$ cat config.mk
export PLATFORM = sky130hd
export DESIGN_NAME = digit_serial_adder
export DESIGN_NICKNAME = d
export VERILOG_FILES = /design/src/rtl/digit_serial_adder.sv
export SDC_FILE = /design/constraint.sdc
export NUM_CORES = 1
export LEC_CHECK = 0
export ABC_CLOCK_PERIOD_IN_PS = 2480
export BUFFER_PORTS_ARGS = -buffer_cell sky130_fd_sc_hd__buf_2
export CAP_MARGIN = 20
export CORE_UTILIZATION = 53
export CTS_CLUSTER_DIAMETER = 60
export CTS_CLUSTER_SIZE = 8
export DETAILED_ROUTE_END_ITERATION = 6
export PLACE_DENSITY = 0.8
export REMOVE_ABC_BUFFERS = 1
export SYNTH_ARGS = -nofsm -noshare
export SYNTH_HDL_FRONTEND = slang
export SYNTH_SLANG_ARGS = --single-unit
$ cat constraint.sdc
create_clock -name CLK -period 2.48 [get_ports CLK]
set_clock_uncertainty 0.05 [all_clocks]
set_input_delay 0.248 -clock CLK [delete_from_list [all_inputs] [get_ports CLK]]
set_output_delay 0.248 -clock CLK [all_outputs]
set_load 0.02 [all_outputs]
$ cat src/rtl/digit_serial_adder.sv
// -----------------------------------------------------------------------------
// digit_serial_adder
//
// Purpose
//   A WIDTH-bit adder that adds DIGIT bits per clock. The carry between digits
//   is held in a register. One operation is in flight at a time. Operands come
//   in through a valid/ready handshake, and the result leaves through one.
//   This block is meant for mantissa addition where small area matters more
//   than latency.
//
//   An accepted operation makes OUT_VALID rise exactly NDIG = WIDTH/DIGIT
//   cycles after the accepting edge. The result stays on S/COUT until the
//   consumer takes it. Operands are never accepted in the same cycle that a
//   result retires, so back-to-back operations are at least NDIG+2 cycles
//   apart.
//
// Parameters
//   WIDTH      operand/result width in bits
//   DIGIT      bits added per cycle; WIDTH must be a multiple of DIGIT
//
// Ports
//   CLK        in   1      clock, all state changes on the rising edge
//   RST        in   1      synchronous, active-high reset
//   IN_VALID   in   1      A/B/CIN (and SUB) are valid
//   IN_READY   out  1      block can accept operands (IDLE only)
//   A          in   WIDTH  addend
//   B          in   WIDTH  addend (subtrahend when SUB=1)
//   CIN        in   1      carry into bit 0 (ignored when SUB=1)
//   SUB        in   1      only with DSA_SUBTRACT_EN: 1 computes A - B
//   OUT_VALID  out  1      S/COUT hold a finished result
//   OUT_READY  in   1      consumer accepts the result
//   S          out  WIDTH  sum, A+B+CIN mod 2^WIDTH
//   COUT       out  1      carry out of bit WIDTH-1 (1 = no borrow when SUB=1)
//
// Configuration
//   `define DSA_SUBTRACT_EN adds the SUB port. When SUB=1 the block computes
//   A + ~B + 1.
// -----------------------------------------------------------------------------
module digit_serial_adder #(
    parameter int WIDTH = 24,
    parameter int DIGIT = 4
) (
    input  logic             CLK,
    input  logic             RST,
    input  logic             IN_VALID,
    output logic             IN_READY,
    input  logic [WIDTH-1:0] A,
    input  logic [WIDTH-1:0] B,
    input  logic             CIN,
`ifdef DSA_SUBTRACT_EN
    input  logic             SUB,
`endif
    output logic             OUT_VALID,
    input  logic             OUT_READY,
    output logic [WIDTH-1:0] S,
    output logic             COUT
);

    localparam int NDIG  = WIDTH / DIGIT;
    localparam int CNT_W = (NDIG > 1) ? $clog2(NDIG) : 1;
    localparam logic [CNT_W-1:0] LAST_CNT = CNT_W'(NDIG - 1);

    // Stop elaboration if WIDTH cannot be split into whole digits.
    if (DIGIT < 1 || DIGIT > WIDTH || (WIDTH % DIGIT) != 0) begin : g_bad_digit
        $error("digit_serial_adder: WIDTH (%0d) must be a positive multiple of DIGIT (%0d)",
               WIDTH, DIGIT);
    end

    typedef enum logic [1:0] {
        IDLE = 2'd0,
        RUN  = 2'd1,
        DONE = 2'd2
    } state_t;

    state_t             state_q, state_d;
    logic [WIDTH-1:0]   a_q, a_d;
    logic [WIDTH-1:0]   b_q, b_d;
    logic [WIDTH-1:0]   s_q, s_d;
    logic               carry_q, carry_d;
    logic               cout_q, cout_d;
    logic [CNT_W-1:0]   cnt_q, cnt_d;

    // Operand conditioning at accept time. In a subtract, ~B is stored and
    // the carry register starts at 1, so the RUN datapath only ever adds.
    // This also means SUB does not need its own register.
    logic [WIDTH-1:0]   b_in;
    logic               carry_in;

`ifdef DSA_SUBTRACT_EN
    assign b_in     = SUB ? ~B : B;
    assign carry_in = SUB ? 1'b1 : CIN;
`else
    assign b_in     = B;
    assign carry_in = CIN;
`endif

    // One digit of the addition: the low DIGIT bits of each operand plus the
    // carry held from the previous digit.
    logic [DIGIT:0]     digit_sum;

    assign digit_sum = {1'b0, a_q[DIGIT-1:0]}
                     + {1'b0, b_q[DIGIT-1:0]}
                     + {{DIGIT{1'b0}}, carry_q};

    // Shifted copies of the operand and sum registers. When DIGIT == WIDTH
    // there is nothing left to shift, so that case uses separate logic and
    // avoids a reversed slice.
    logic [WIDTH-1:0]   a_shifted;
    logic [WIDTH-1:0]   b_shifted;
    logic [WIDTH-1:0]   s_shifted;

    if (DIGIT == WIDTH) begin : g_single_digit
        assign a_shifted = '0;
        assign b_shifted = '0;
        assign s_shifted = digit_sum[DIGIT-1:0];
    end else begin : g_multi_digit
        assign a_shifted = {{DIGIT{1'b0}}, a_q[WIDTH-1:DIGIT]};
        assign b_shifted = {{DIGIT{1'b0}}, b_q[WIDTH-1:DIGIT]};
        // New digits enter at the MSB end. After NDIG digits the first digit
        // has reached bit 0 and S holds the full sum.
        assign s_shifted = {digit_sum[DIGIT-1:0], s_q[WIDTH-1:DIGIT]};
    end

    // Next-state and output decode.
    always_comb begin
        // NOTE: every variable gets a default value first, so no path through
        // the case statement leaves one unassigned and no latch is inferred.
        state_d   = state_q;
        a_d       = a_q;
        b_d       = b_q;
        s_d       = s_q;
        carry_d   = carry_q;
        cout_d    = cout_q;
        cnt_d     = cnt_q;
        IN_READY  = 1'b0;
        OUT_VALID = 1'b0;

        case (state_q)
            IDLE: begin
                IN_READY = 1'b1;
                if (IN_VALID) begin
                    a_d     = A;
                    b_d     = b_in;
                    carry_d = carry_in;
                    cnt_d   = '0;
                    state_d = RUN;
                end
            end

            RUN: begin
                a_d     = a_shifted;
                b_d     = b_shifted;
                s_d     = s_shifted;
                carry_d = digit_sum[DIGIT];
                cnt_d   = cnt_q + CNT_W'(1);
                if (cnt_q == LAST_CNT) begin
                    cout_d  = digit_sum[DIGIT];
                    state_d = DONE;
                end
            end

            DONE: begin
                // IN_READY stays low here even if the result retires in this
                // cycle. The next accept happens in IDLE.
                OUT_VALID = 1'b1;
                if (OUT_READY) begin
                    state_d = IDLE;
                end
            end

            default: begin
                state_d = IDLE;
            end
        endcase
    end

    // Control state and the architecturally visible result. Reset takes
    // priority over everything else and discards any operation in flight.
    always_ff @(posedge CLK) begin
        if (RST) begin
            // NOTE: sequential state uses non-blocking assignments only, so
            // every register samples its pre-edge value regardless of order.
            state_q <= IDLE;
            s_q     <= '0;
            cout_q  <= 1'b0;
            carry_q <= 1'b0;
            cnt_q   <= '0;
        end else begin
            state_q <= state_d;
            s_q     <= s_d;
            cout_q  <= cout_d;
            carry_q <= carry_d;
            cnt_q   <= cnt_d;
        end
    end

    // NOTE: the operand shift registers have no reset. They are always
    // loaded on accept before anything reads them, so a reset would only
    // add fan-out to RST.
    always_ff @(posedge CLK) begin
        a_q <= a_d;
        b_q <= b_d;
    end

    assign S    = s_q;
    assign COUT = cout_q;

endmodule

After elaboration in Yosys (flattened, before gate mapping)
Cells that the tools add are included.
{"block": "word_totals", "regBits": 79, "out_inout_bits": 27, "word_cells": 35}
{"block": "classes", "addsub": 3, "n_eq_ne": 6, "n_mux": 14, "n_reduce_logical": 5}
{"op": "one-hot mux 24 bit (2 select lines)", "n": 2}
{"op": "2-to-1 mux 24 bit", "n": 2}
{"op": "2-to-1 mux 2 bit", "n": 3}
{"op": "!= test 2 bit, second input constant", "n": 3}
{"op": "one-hot mux 2 bit (3 select lines)", "n": 1}
{"op": "one-hot mux 3 bit (2 select lines)", "n": 1}
{"op": "adder 4 x 4 -> 5 bit", "n": 1}
{"op": "adder 5 x 1 -> 5 bit", "n": 1}
{"op": "AND reduction 2 bit", "n": 2}
{"op": "adder 3 x 1 -> 3 bit, second input constant", "n": 1}
{"op": "equality test 3 bit, second input constant", "n": 1}
{"op": "2-to-1 mux 1 bit", "n": 3}
{"op": "2-to-1 mux 3 bit", "n": 1}
{"op": "AND reduction 3 bit", "n": 1}
{"op": "equality test 2 x 1 -> 1 bit, second input constant", "n": 1}
{"op": "equality test 2 bit, second input constant", "n": 1}
{"op": "zero test 2 bit", "n": 1}
{"op": "one-hot mux 1 bit (2 select lines)", "n": 1}
{"op": "nonzero test 2 bit", "n": 1}

Logic depth before layout (Yosys ltp)
Gate-level depths: netlist of the first run.
{"block": "depth", "depth_word": 3, "depth_mapped": 7}

Worst setup path before layout of the first run
No wires, ideal clock.
{"block": "synth_timing", "kind": "register to register", "startpoint": "reg state_q[1]", "endpoint": "reg a_q[0], enable pin", "setup_ps": 402, "arrival_ps": 1511, "required_time_ps": 2028, "path_slack_ps": 517, "stages_incl_launch_ff": 3, "n_path_buf": 0, "period_less_slack_ps": 1963, "path_cell_list": "dfxtp_1 -> o21bai_2 -> inv_1"}
{"block": "synth_via", "elab_chain_cells": 3, "elab_cells_between_ends": 5, "cone_classes": "eq/ne: 2; reduce/logical: 3"}
{"item": "start: declaration", "line": "75", "text": "state_t state_q, state_d;"}
{"item": "start signal: assignment", "line": "189", "text": "state_q <= state_d;"}
{"item": "equality test 2 x 1 -> 1 bit or zero test 2 bit (tied branches)", "line": "138", "text": "case (state_q)"}
{"item": "nonzero test 2 bit (no line) or != test 2 bit (tied branches)"}
{"item": "AND reduction 2 bit (no line) *"}
{"item": "end signal: assignment", "line": "201", "text": "a_q <= a_d;"}
{"item": "end: declaration", "line": "76", "text": "logic [WIDTH-1:0] a_q, a_d;"}
Every way passes the cells marked *; elsewhere a longest branch is shown, timed or not.
A chain may end at the register's enable or synchronous reset.

Worst setup path in the final report of the first run
{"block": "layout_timing", "startpoint": "reg b_q[0]", "endpoint": "reg cout_q, in the netlist COUT"}
{"block": "layout_via", "elab_chain_cells": 2}
{"item": "start: declaration", "line": "77", "text": "logic [WIDTH-1:0] b_q, b_d;"}
{"item": "start signal: assignment", "line": "202", "text": "b_q <= b_d;"}
{"item": "adder 4 x 4 -> 5 bit", "line": "102", "text": "+ {1'b0, b_q[DIGIT-1:0]}"}
{"item": "adder 5 x 1 -> 5 bit", "line": "103", "text": "+ {{DIGIT{1'b0}}, carry_q};"}
{"item": "end signal: assignment", "line": "191", "text": "cout_q <= cout_d;"}
{"item": "end: declaration", "line": "80", "text": "logic cout_q, cout_d;"}
No other way between the ends.

==> flow_summary.json, run 1 <==
{
  "p_comb_frac": 0.107,
  "fin_total_pwr_w": 0.00301,
  "yosys_warnings": 0,
  "ir_drop_uv": 477,
  "status": "completed",
  "swShare": 0.225,
  "power.net_switching_w": 0.000678,
  "hold_path_depth": 3,
  "crit_start": "b_q[0]",
  "post-route-util": 0.672,
  "reg2reg_to": "COUT",
  "timing.rr.start": "b_q[0]",
  "post-route-drc-count": 0,
  "hold_violations": 0,
  "worstPathArrival_ns": 2.08,
  "grt-ovfl-total": 0,
  "grt_pass1_wl_um": 10000,
  "hold_buffers": 0,
  "min-delay-path-class": "input pin to flip-flop",
  "coreArea_um2": 5960,
  "wl_per_cell_um": 12.4,
  "syn_inst": 340,
  "cp.required_ns": 2.63,
  "n_antenna_cell": 0,
  "grt_pass1_vias": 2349,
  "mostFrequentLayoutCell": "nand2_1",
  "drt-initial-drc-count": 137,
  "cts_setup_buffers": 0,
  "place.gp.congestion": 0.698,
  "die_w_um": 81.0,
  "post-route-period-util": 0.779,
  "rsz0062_at_grt": "no",
  "antenna_found_initial": 0,
  "dpl_cell_area_um2": 3760,
  "clockRootBuffer": "clkbuf_8",
  "slew_headroom": 0.590,
  "die_h_um": 81.0,
  "min_from": "A[18]",
  "ys_ff_latch": 79,
  "area.growth.synth_to_final_pct": 20.9,
  "num_rows": 28,
  "final_cell_mix": "nand2_1, buf_2, edfxtp_1, dfxtp_1, a21oi_1",
  "cts_buffers": 9,
  "vias_per_cell": 5.04,
  "vias": 2504,
  "syn_avg_cell_area_um2": 9.74,
  "grtUsageTotal": 0.204,
  "cap_violations": 0,
  "syn-cell-area_um2": 3310,
  "ys_seq_area_frac": 0.623,
  "post-route-cell-area_um2": 4000,
  "setup_violations": 0,
  "critPathLaunchType": "flip-flop",
  "io-pin-count": 80,
  "start_util": 0.556,
  "grt_max_degree": 43,
  "drtAntennaViolNets": 0,
  "min_period_ns": 1.93,
  "clock_latency_ns": 0.34,
  "cts.reportedPaths.clkPinSlew_ns": 0.08,
  "cpMaxStageDelayCell": "fa_1",
  "p_seq_frac": 0.515,
  "cts_buffer_depth": 2,
  "p_clk_frac": 0.377,
  "nNetsFinal": 477,
  "power.leakage_nw": 1.82,
  "internal_power_w": 0.00234,
  "max_freq_ghz": 0.517,
  "critPathKind": "flip-flop to flip-flop",
  "power.density_nw_per_um2": 753,
  "port_buffers": 79,
  "dp_hpwl_um": 3970,
  "max_stage_delay_ns": 0.41,
  "drt_wl_total_um": 6150,
  "dieArea_um2": 6570,
  "slew_viol_final": 0,
  "cp_max_fo": 2,
  "dr.pass1.iters": 4,
  "hold_path_end": "a_q[18]",
  "cts_htree_levels": 3,
  "worstMarginPinSlew_ns": 0.615,
  "clkSinkCount": 79,
  "r2r_setup_slack_ns": 0.55,
  "crit_chain": "inv_1 -> fa_1 -> inv_1 -> fa_1 -> a21o_1 -> a2111oi_2 -> nor3_1",
  "synth_cell_types": 31,
  "drive_above_1_share": 0.246,
  "cts_tree": "yes",
  "cp-end-kind": "flip-flop",
  "cts_resized": 0,
  "ff2ff_path_depth": 7
}
-- worst max path at each step --
stage               to  slack, ns  cells past startpoint
6_report          COUT       0.55                      7
5_1_grt        carry_q       0.30                      7
4_1_cts           COUT       0.54                      7
3_5_place_dp      COUT       0.55                      7
3_3_place_gp      COUT       0.63                      7
2_1_floorplan     COUT      -0.76                      3
-- final cells by class --
class,instances,area (um2)
clock buffers,12,145
clock inverters,4,93.8
fillers,503,1950
inverters,7,26.3
multi-input cells,235,1130
flip-flops and latches,79,2060
well taps,75,93.8
repair buffers,85,453
-- metrics by stage --
step	setup slack [ns]	hold slack [ns]	cells	TNS, ns
after global placement	0.631	0.389	481	0
after detailed placement	0.549	0.393	481	0
after CTS	0.539	0.109	497	0
final	0.547	0.115	497	0
after global routing	0.296	0.104	497	0
after floorplan	-0.763	0.263	321	-39.81
-- critical path, delay by kind of cell (launching register included) --
| kind | cells | cell delay, ns |
|---|---|---|
| adders and majority gates | 2 | 0.60 |
| AOI/OAI and AO/OA | 2 | 0.57 |
| DFF | 1 | 0.36 |
| and+or+nand+nor | 1 | 0.07 |
| buffers and inverters | 2 | 0.14 |
-- power by group through the flow --
stage	Sequential (W)	Clock [W]	Combinational, W
floorplan	0.00159	0	0.000188
global placement	0.00158	0	0.000311
detailed placement	0.00158	0	0.000325
CTS	0.00155	0.00115	0.000328
global route	0.00156	0.00120	0.000370
finish	0.00155	0.00114	0.000324
-- registers in the layout (all words and copies together), names as in the netlist --
register  cells
a_q          24
cnt_q         3
b_q          24
COUT          1
state_q       2
carry_q       1
S            24
-- logic make-up (layout without fill, tap and decap cells) --
logic type	count (synthesis)	count (layout)	share of synthesized area
buffers and inverters	26	108	0.0393
adders and majority gates	7	7	0.0310
xor gates and xnor gates	1	1	0.00265
and+or+nand+nor	190	190	0.231
DFF	79	79	0.623
muxes	1	1	0.00302
AOI/OAI and AO/OA	36	36	0.0699
-- metal layers --
layer	GRT usage	part of all wire	routed length (um)	vias to the layer above
met2	0.361	0.48	2960	82
li1	-	-	-	1266
met3	0.0483	0.063	385	14
met4	0.0964	0.021	129	0
met1	0.232	0.43	2670	1142
met5	0	0	0	-
-- cell usage after synthesis --
cell type / n / area (um2)
a2111oi_0: 2 / 17.5
buf_2: 8 / 40.0
o21bai_2: 1 / 11.3
a21o_1: 1 / 7.51
nand3b_1: 3 / 22.5
a2111oi_2: 1 / 15.0
clkbuf_1: 6 / 22.5
fa_1: 2 / 40.0
buf_6: 1 / 11.3
a31oi_1: 1 / 6.26
a21oi_1: 23 / 115
nand2_1: 164 / 616
ha_1: 5 / 62.6
nand2b_1: 1 / 6.26
nor2_1: 6 / 22.5
nand4_1: 1 / 6.26
mux2i_1: 1 / 10.0
o21ai_0: 1 / 5.00
nor3b_1: 1 / 7.51
a311oi_1: 1 / 8.76
a211oi_2: 1 / 12.5
nor3_1: 2 / 10.0
and2_1: 8 / 50.1
inv_1: 7 / 26.3
xnor2_1: 1 / 8.76
a211oi_1: 2 / 15.0
edfxtp_1: 48 / 1440
dfxtp_1: 31 / 621
nor2b_1: 4 / 25.0
buf_4: 4 / 30.0
a2bb2oi_1: 2 / 17.5
(Power assumes the default switching activity.)
==> inputs of run 2 (changes only) <==
--- a/config.mk
+++ b/config.mk
@@ -5,7 +5,8 @@
 export SDC_FILE = /design/constraint.sdc
 export NUM_CORES = 1
 export LEC_CHECK = 0
-export ABC_CLOCK_PERIOD_IN_PS = 2480
+export ABC_AREA = 1
+export ABC_CLOCK_PERIOD_IN_PS = 1800
 export BUFFER_PORTS_ARGS = -buffer_cell sky130_fd_sc_hd__buf_2
 export CAP_MARGIN = 20
 export CORE_UTILIZATION = 53
==> constraint.sdc (replaced) <==
create_clock -name CLK -period 1.8 [get_ports CLK]
set_clock_uncertainty 0.05 [all_clocks]
set_input_delay 0.18 -clock CLK [delete_from_list [all_inputs] [get_ports CLK]]
set_output_delay 0.18 -clock CLK [all_outputs]
set_load 0.02 [all_outputs]
==> flow_summary.json, run 2 <==
{
  "slew_viol_final": 0,
  "worstPathArrival_ns": 1.84,
  "swShare": 0.246,
  "syn_avg_cell_area_um2": 9.30,
  "grt_max_degree": 78,
  "cts.reportedPaths.clkPinSlew_ns": 0.08,
  "critPathKind": "flip-flop to flip-flop",
  "vias_per_cell": 4.82,
  "die_w_um": 81.0,
  "antenna_found_initial": 0,
  "drtAntennaViolNets": 0,
  "min-delay-path-class": "input pin to flip-flop",
  "min_period_ns": 1.65,
  "synth_cell_types": 22,
  "dp.cells": 498,
  "drt-initial-drc-count": 101,
  "finalNonFillerCells": 515,
  "cp_max_fo": 2,
  "crit_chain": "inv_1 -> fa_1 -> inv_1 -> fa_1 -> o21ai_1 -> nor2_1",
  "cts_setup_buffers": 0,
  "syn-cell-area_um2": 3310,
  "hold_violations": 0,
  "cp.required_ns": 1.99,
  "dr.pass1.iters": 4,
  "async_reset_ff_frac": 0,
  "grt_pass1_vias": 2293,
  "cts_tree": "yes",
  "p_seq_frac": 0.532,
  "area.growth.synth_to_final_pct": 19.5,
  "post-route-drc-count": 0,
  "post-route-cell-area_um2": 3960,
  "slew_headroom": 0.725,
  "coreArea_um2": 5960,
  "grt-ovfl-total": 0,
  "synthTopCellsByArea": "edfxtp_1, dfxtp_1, nand2_1, nor2_1, o21ai_1",
  "path_buf_inv": 2,
  "power.net_switching_w": 0.00101,
  "yosys_warnings": 0,
  "post-route-period-util": 0.918,
  "status": "completed",
  "synthTopCellsByCount": "nand2_1, nor2_1, edfxtp_1",
  "clockRootBuffer": "clkbuf_8",
  "internal_power_w": 0.00309,
  "ir_drop_uv": 584,
  "cpMaxStageDelayCell": "fa_1",
  "grtUsageTotal": 0.195,
  "num_rows": 28,
  "clock_latency_ns": 0.34,
  "syn_inst": 356,
  "rsz0062_at_grt": "no",
  "mostFrequentLayoutCell": "nand2_1",
  "critPathLaunchType": "flip-flop",
  "power.leakage_nw": 1.90,
  "cts_htree_levels": 3,
  "clkSinkCount": 79,
  "start_util": 0.556,
  "ys_seq_area_frac": 0.623,
  "drt_wl_total_um": 5880,
  "max_stage_delay_ns": 0.42,
  "p_clk_frac": 0.336,
  "setup_violations": 0,
  "cts_resized": 0,
  "vias": 2483,
  "yosysMostFrequentCell": "nand2_1",
  "power.density_nw_per_um2": 1040,
  "synth_flop_cell": "edfxtp_1",
  "cts_buffer_depth": 2,
  "p_comb_frac": 0.132,
  "final_cell_mix": "nand2_1, buf_2, nor2_1, edfxtp_1, dfxtp_1",
  "cp_top_family": "adder cells",
  "wl_per_cell_um": 11.4,
  "worstMarginPinSlew_ns": 0.413,
  "dieArea_um2": 6570,
  "max_freq_ghz": 0.605,
  "n_antenna_cell": 0,
  "io-pin-count": 80,
  "cap_violations": 0,
  "cts_buffers": 9,
  "die_h_um": 81.0,
  "synth_top_area_frac": 0.435,
  "port_buffers": 79,
  "dp_hpwl_um": 3750,
  "yosys.area.top_type": "edfxtp_1",
  "nNetsFinal": 495,
  "synth_edf_count": 48,
  "cp-end-kind": "flip-flop",
  "hold_buffers": 1,
  "place.gp.congestion": 0.741,
  "dpl_cell_area_um2": 3740,
  "grt_pass1_wl_um": 9510,
  "drive_above_1_share": 0.234,
  "ys_ff_latch": 79
}
[run 2: cell count changes after synthesis, sizes merged, moves of 4 or more]
cell | before | now
nor2 | 6 | 57
nand2 | 164 | 129
o21ai | 1 | 29
a21oi | 23 | 11
inv | 7 | 19
and2 | 8 | 0
clkbuf | 6 | 2
nand3 | 0 | 4
nor2b | 4 | 0
[run 2: final timing paths]
check	startpoint	to	slack [ns]	cells past startpoint
max	a_q[0]	S[21]	0.15	6
min	B[7]	b_q[7]	0.05	3
max reg2reg	a_q[0]	S[21]	0.15	6
min reg2reg	S[2]	S[2]	0.43	2
[run 2: final cells by class]
| class | count | area [um2] |
|---|---|---|
| flip-flops and latches | 79 | 2060 |
| fillers | 518 | 2000 |
| multi-input cells | 241 | 1060 |
| repair buffers | 85 | 468 |
| clock buffers | 11 | 131 |
| well taps | 75 | 93.8 |
| clock inverters | 5 | 72.6 |
| inverters | 19 | 71.3 |
[run 2: logic make-up (layout without fill, tap and decap cells)]
logic type,count (synthesis),count (layout),synth area share
buffers and inverters,36,120,0.0578
xor gates and xnor gates,1,1,0.00265
and+or+nand+nor,192,192,0.222
DFF,79,79,0.623
adders and majority gates,7,7,0.0310
AOI/OAI and AO/OA,41,41,0.0635
[run 2: power by group through the flow]
| stage | logic [W] | registers, W | clock network [W] |
|---|---|---|---|
| after global routing | 0.000620 | 0.00220 | 0.00148 |
| after global placement | 0.000523 | 0.00222 | 0 |
| after CTS | 0.000551 | 0.00218 | 0.00140 |
| after detailed placement | 0.000543 | 0.00222 | 0 |
| after floorplan | 0.000293 | 0.00227 | 0 |
| final | 0.000543 | 0.00218 | 0.00138 |
[run 2: worst register-to-register path, delay by kind of cell (launching register included)]
kind                       cells  cell delay [ns]
AOI/OAI and AO/OA              1             0.14
buffers and inverters          2             0.15
and+or+nand+nor                1             0.06
DFF                            1             0.33
adders and majority gates      2             0.83
[run 2: per-stage QoR]
stage | TNS (ns) | power, W | worst slack (ns) | hold slack [ns] | utilization
2_1_floorplan | -26.15 | 0.00256 | -0.363 | 0.192 | -
3_3_place_gp | 0 | 0.00274 | 0.210 | 0.355 | 0.628
3_5_place_dp | 0 | 0.00277 | 0.163 | 0.357 | 0.628
4_1_cts | 0 | 0.00414 | 0.128 | 0.0391 | 0.664
5_1_grt | 0 | 0.00430 | 0.0415 | 0.0376 | 0.664
6_report | 0 | 0.00410 | 0.147 | 0.0482 | 0.664
[run 2: metal layers]
| layer | GRT usage | wire length (um) |
|---|---|---|
| met5 | 0 | 0 |
| met3 | 0.0663 | 347 |
| met4 | 0.0696 | 83 |
| met2 | 0.339 | 2800 |
| met1 | 0.222 | 2660 |
